`config.mk`:
```
export PLATFORM = sky130hd
export DESIGN_NAME = sync_timing_detector
export DESIGN_NICKNAME = d
export VERILOG_FILES = /design/src/rtl/sync_timing_detector.sv
export SDC_FILE = /design/constraint.sdc
export NUM_CORES = 1
export LEC_CHECK = 0
export BUFFER_PORTS_ARGS = -buffer_cell sky130_fd_sc_hd__buf_2
export CAP_MARGIN = 10
export CORE_MARGIN = 4
export CORE_UTILIZATION = 39
export CTS_CLUSTER_SIZE = 8
export DETAILED_ROUTE_END_ITERATION = 16
export PLACE_DENSITY = 0.62
export SYNTH_ARGS = -nofsm -noshare
export SYNTH_HDL_FRONTEND = slang
export SYNTH_SLANG_ARGS = --single-unit
```
`constraint.sdc`:
```
create_clock -name Clk -period 2.3 [get_ports Clk]
set_clock_uncertainty 0.15 [all_clocks]
set_input_delay 0.23 -clock Clk [delete_from_list [all_inputs] [get_ports Clk]]
set_output_delay 0.23 -clock Clk [all_outputs]
set_load 0.02 [all_outputs]
```
`src/rtl/sync_timing_detector.sv`:
```
// sync_timing_detector
// Measures a sync pulse train that is already in the Clk domain. It reports
// the period (cycles between pulse starts) and the active width of each
// pulse, and raises Locked once several consecutive measurements agree.
// A counter that saturates aborts the measurement with a one-cycle Error
// strobe, and the detector then waits for a fresh pulse.

module sync_timing_detector #(
    parameter int   PULSE_WIDTH   = 8,
    parameter int   REZ_MAX_WIDTH = 12,
    parameter logic SYNC_POL      = 1'b1,
    parameter int   LOCK_COUNT    = 3
) (
    input  logic                     Clk,
    input  logic                     Rst,
    input  logic                     Sync_in,
    output logic [REZ_MAX_WIDTH-1:0] Period,
    output logic [PULSE_WIDTH-1:0]   Pulse_width,
    output logic                     Meas_valid,
    output logic                     Locked,
    output logic                     Error
);

    localparam logic [REZ_MAX_WIDTH-1:0] PERIOD_ONE = REZ_MAX_WIDTH'(1);
    localparam logic [REZ_MAX_WIDTH-1:0] PERIOD_MAX = '1;
    localparam logic [PULSE_WIDTH-1:0]   WIDTH_ONE  = PULSE_WIDTH'(1);
    localparam logic [PULSE_WIDTH-1:0]   WIDTH_MAX  = '1;
    localparam logic [3:0]               LOCK_CNT   = 4'(LOCK_COUNT);

    typedef enum logic [1:0] {
        IDLE  = 2'd0,
        PULSE = 2'd1,
        GAP   = 2'd2
    } state_t;

    state_t                   state_q, state_d;
    logic                     sync_q;
    logic [REZ_MAX_WIDTH-1:0] period_cnt_q, period_cnt_d;
    logic [PULSE_WIDTH-1:0]   width_cnt_q, width_cnt_d;
    logic [PULSE_WIDTH-1:0]   width_meas_q, width_meas_d;
    logic [REZ_MAX_WIDTH-1:0] period_q, period_d;
    logic [PULSE_WIDTH-1:0]   pulse_width_q, pulse_width_d;
    logic                     meas_valid_q, meas_valid_d;
    logic                     error_q, error_d;
    logic                     locked_q, locked_d;
    logic [3:0]               match_cnt_q, match_cnt_d;
    // Set once a pair has been captured since reset; the first measurement
    // after reset has nothing to be compared against.
    logic                     have_prev_q, have_prev_d;

    logic start_edge;
    logic end_edge;
    logic width_full;
    logic period_full;
    logic same_pair;
    logic overflow;

    assign start_edge  = (Sync_in == SYNC_POL) && (sync_q != SYNC_POL);
    assign end_edge    = (Sync_in != SYNC_POL) && (sync_q == SYNC_POL);
    assign width_full  = (width_cnt_q == WIDTH_MAX);
    assign period_full = (period_cnt_q == PERIOD_MAX);
    // At a start edge in GAP the running counters hold the new measurement.
    assign same_pair   = have_prev_q
                         && (period_cnt_q == period_q)
                         && (width_meas_q == pulse_width_q);

    // Next-state, counter and measurement logic of the measuring FSM.
    always_comb begin
        state_d       = state_q;
        period_cnt_d  = period_cnt_q;
        width_cnt_d   = width_cnt_q;
        width_meas_d  = width_meas_q;
        period_d      = period_q;
        pulse_width_d = pulse_width_q;
        meas_valid_d  = 1'b0;
        error_d       = 1'b0;
        locked_d      = locked_q;
        match_cnt_d   = match_cnt_q;
        have_prev_d   = have_prev_q;
        overflow      = 1'b0;

        case (state_q)
            IDLE: begin
                // Arm on a start edge; there is no earlier start to measure from.
                if (start_edge) begin
                    period_cnt_d = PERIOD_ONE;
                    width_cnt_d  = WIDTH_ONE;
                    state_d      = PULSE;
                end
            end

            PULSE: begin
                // Staying in PULSE without an end edge means Sync_in is still
                // active, so a full width counter cannot count this cycle.
                if ((!end_edge && width_full) || period_full) begin
                    overflow = 1'b1;
                end else begin
                    period_cnt_d = period_cnt_q + PERIOD_ONE;
                    width_cnt_d  = width_cnt_q + WIDTH_ONE;
                    if (end_edge) begin
                        width_meas_d = width_cnt_q;
                        state_d      = GAP;
                    end
                end
            end

            GAP: begin
                // A start edge wins over a full period counter: a period of
                // exactly all-ones is still a valid measurement.
                if (start_edge) begin
                    period_d      = period_cnt_q;
                    pulse_width_d = width_meas_q;
                    meas_valid_d  = 1'b1;
                    have_prev_d   = 1'b1;
                    if (same_pair) begin
                        match_cnt_d = (match_cnt_q >= LOCK_CNT) ? LOCK_CNT
                                                                : match_cnt_q + 4'd1;
                    end else begin
                        match_cnt_d = 4'd0;
                    end
                    locked_d     = (match_cnt_d == LOCK_CNT);
                    period_cnt_d = PERIOD_ONE;
                    width_cnt_d  = WIDTH_ONE;
                    state_d      = PULSE;
                end else if (period_full) begin
                    overflow = 1'b1;
                end else begin
                    period_cnt_d = period_cnt_q + PERIOD_ONE;
                end
            end

            default: begin
                state_d = IDLE;
            end
        endcase

        // Overflow abandons the measurement but keeps the last captured pair.
        if (overflow) begin
            error_d     = 1'b1;
            locked_d    = 1'b0;
            match_cnt_d = 4'd0;
            state_d     = IDLE;
        end
    end

    // State and output registers with synchronous active-low reset.
    always_ff @(posedge Clk) begin
        if (!Rst) begin
            state_q       <= IDLE;
            sync_q        <= ~SYNC_POL;
            period_cnt_q  <= '0;
            width_cnt_q   <= '0;
            width_meas_q  <= '0;
            period_q      <= '0;
            pulse_width_q <= '0;
            meas_valid_q  <= 1'b0;
            error_q       <= 1'b0;
            locked_q      <= 1'b0;
            match_cnt_q   <= 4'd0;
            have_prev_q   <= 1'b0;
        end else begin
            state_q       <= state_d;
            sync_q        <= Sync_in;
            period_cnt_q  <= period_cnt_d;
            width_cnt_q   <= width_cnt_d;
            width_meas_q  <= width_meas_d;
            period_q      <= period_d;
            pulse_width_q <= pulse_width_d;
            meas_valid_q  <= meas_valid_d;
            error_q       <= error_d;
            locked_q      <= locked_d;
            match_cnt_q   <= match_cnt_d;
            have_prev_q   <= have_prev_d;
        end
    end

    assign Period      = period_q;
    assign Pulse_width = pulse_width_q;
    assign Meas_valid  = meas_valid_q;
    assign Locked      = locked_q;
    assign Error       = error_q;

endmodule

```
==> impl_metrics.csv <==
group,metric,value,unit
timing,setup_viol,0,
pwr,ir_drop,0.354,mV
route,viasPerCell,5.41,
grt,antenna_found_initial,0,
pwr,power,0.00214,W
pwr,powerDensity,592,nW/µm²
synth,yosys.area.top_type,"dfxtp_1",
die,initial_core_util,40.5,%
timing,slew_headroom,67.3,%
timing,tightest_slew,0.483,ns
route,drc_errors,0,
synth,yosys-top-cells-area,"dfxtp_1, nand2_1, xnor2_1",
synth,ys_async_sr_fraction,0,%
die,die_x,95.0,µm
pwr,pwr-share-comb,7.6,%
die,die-height,95.0,µm
route,vias,2759,
grt,grt_first_pass_wirelength,12500,µm
route,drt_iter0_markers,157,
synth,synth-seq-cells,59,
finish,final_layout_size_suffix_gt1_share,22.6,%
clocking,cts-buffers-inserted,9,
run,drv_cap,0,
pwr,p_leak,1.36,nW
critical_path,arrival,2.33,ns
grt,grt_util_all_layers,17.7,%
timing,achievable-frequency,451,MHz
pwr,internal_power,0.00161,W
placement,place.gp.congestion,0.862,
die,core,7290,µm²
timing,hold_ws,0.210,ns
placement,dpl.hpwl,5230,µm
finish,final_common_cell,"nand2_1",
clocking,cts_tree,"done",
route,highest_layer,"met4",
route,wl_met2,3700,µm
synth,ys_seq_area_share,40.0,%
synth,synth_area_per_cell,8.23,µm²
critical_path,crit_required,2.42,ns
finish,postLayoutCoreUtil,49.5,%
finish,antenna_cells,0,
clocking,cts_buffer_depth,2,
critical_path,critical_path_buf_inv_count,1,
pwr,clockPowerShare,44.1,%
finish,nets,416,
finish,final_cell_mix,"nand2_1, dfxtp_1, buf_4",
critical_path,cp_cell_sequence,"inv_1 > ha_2 > or2_4 > mux2i_2 > a2111o_1 > or4_1 > o21ai_1",
die,io_pins,26,
finish,postLayoutCellArea,3610,µm²
critical_path,cpPeakStageDelay,0.43,ns
min_path,hp-class,"input port to register",
timing,grt_setup_unrepaired,"true",
critical_path,critPathKind,"register to register",
synth,synth_flop_cell,"dfxtp_1",
timing,hold_violations,0,
die,num_rows,31,
synth,syn_inst,359,
clocking,cts_root_buf,"clkbuf_8",
synth,yosysWarningCount,0,
clocking,clock_latency,0.34,ns
synth,syn_area,2950,µm²
timing,fin_crit_sh,96.3,%
pwr,seq_power_share,48.4,%
placement,place_area,3330,µm²
timing,fin_crit,2.22,ns
synth,yosysUniqueCellTypes,47,
synth,syn-num-nets,369,
pwr,p_sw,0.000522,W
placement,io_buffer_count,25,
critical_path,crit_family,"simple AND/OR/NAND/NOR gates",
route,drtPass1Iterations,4,
clocking,htreeDepth,3,
critical_path,r2r_slack,0.08,ns
timing,slew_violations,0,
synth,synth-edff-count,0,
die,dieArea,9030,µm²
critical_path,end_kind,"register",
route,wl,7510,µm
timing,fin_ws,0.0841,ns
route,m1WireLength,3400,µm
finish,areaGrowthSynthToFinish,22.2,%
pwr,switching_share,24.4,%
critical_path,cp_max_fo,5,
clocking,path_clk_slew,0.07,ns
synth,netlist.area_leader.share,40.0,%
placement,dp_slack,0.0194,ns
route,dr_wl_met3,361,µm
outcome,status,"finished, final reports clean",
clocking,clock-sinks,59,
grt,grt_max_degree,29,
grt,grt_pass1_vias,2525,
grt,overflow,0,
critical_path,start_kind,"register",
critical_path,slowest_stage,"a2111o_1",
route,detail-route-antenna-nets,0,
route,wl_per_cell,14.7,µm
==> power by group through the flow <==
stage	combinational, W	clock, W	sequential [W]
final	0.000161	0.000941	0.00103
after global routing	0.000180	0.00101	0.00103
after CTS	0.000152	0.000971	0.00103
after detailed placement	0.000150	0	0.00106
after global placement	0.000149	0	0.00106
after floorplan	0.0000907	0	0.00106
==> metal layers <==
layer,track usage (%),vias up
li1,-,1389
met1,23.5,1316
met2,28.6,49
met3,3.79,5
met4,5.53,0
met5,0,-
==> kinds of logic after synthesis <==
group	share of synthesized area, %
flops	40.0
buf+inv	5.17
compound gates	20.3
simple gates	25.3
mux	0.339
fa+ha+maj	2.97
xor+xnor	5.93
==> cell usage after synthesis, types with 3 or more instances <==
library cell  count
buf_6             5
a31oi_1           4
o21a_1            4
a21boi_0          3
and2_1            6
buf_1             3
xnor2_1          20
nand2_1          68
inv_1             5
or4_1             3
a21oi_1          34
a22oi_1           3
dfxtp_1          59
nor4_1            5
nor3_1           14
ha_1              7
clkbuf_1         15
a211oi_1          4
nand3_1          18
nor2b_1           5
nor2_1            8
o41ai_1           6
nand4_1           9
and3_1            3
o21ai_0          10
nand2b_1          3
o311ai_0          9
==> worst register-to-register path: cells and delay by family (launching register included) <==
kind	cells	cell delay [ns]
AOI/OAI and AO/OA	2	0.52
adders and majority gates	1	0.21
buffers and inverters	1	0.06
muxes	1	0.17
and+or+nand+nor	2	0.67
DFF	1	0.37
==> per-stage QoR <==
| step | std cells | TNS, ns |
|---|---|---|
| after floorplan | 359 | 0 |
| after CTS | 509 | 0 |
| final | 510 | 0 |
| after detailed placement | 492 | 0 |
| after global placement | 492 | 0 |
| after global routing | 510 | -0.0113 |
==> registers in the layout, indices dropped and copies added (netlist names) <==
| register | flops |
|---|---|
| Error | 1 |
| Locked | 1 |
| Meas_valid | 1 |
| Period | 12 |
| Pulse_width | 8 |
| have_prev_q | 1 |
| match_cnt_q | 4 |
| period_cnt_q | 12 |
| state_q | 2 |
| sync_q | 1 |
| width_cnt_q | 8 |
| width_meas_q | 8 |
==> what timing repair did <==
item / 4_1_cts / 5_1_grt
endpoints found under the setup margin: 1 / 17
hold endpoints to repair: 1 / 0
hold buffers: 1 / 0
pin swaps: 0 / 2
gates cloned: 0 / 0
gates resized for setup: 1 / 21
setup buffers: 0 / 1
==> final timing paths <==
path | startpoint | end | cells past startpoint
setup / recovery | state_q[0] | width_cnt_q[7] | 7
hold / removal | Rst | width_cnt_q[6] | 2
setup reg to reg | state_q[0] | width_cnt_q[7] | 7
hold reg to reg | match_cnt_q[3] | match_cnt_q[3] | 2
==> cell type report <==
cell class	instances	area (µm²)
Fill cell	711	3680
Multi-Input combinational cell	270	1690
Sequential cell	59	1190
Timing Repair Buffer	61	398
Clock buffer	11	141
Tap cell	99	124
Clock inverter	5	52.6
Inverter	5	18.8
Note: power is estimated with default switching activity, not from simulation.
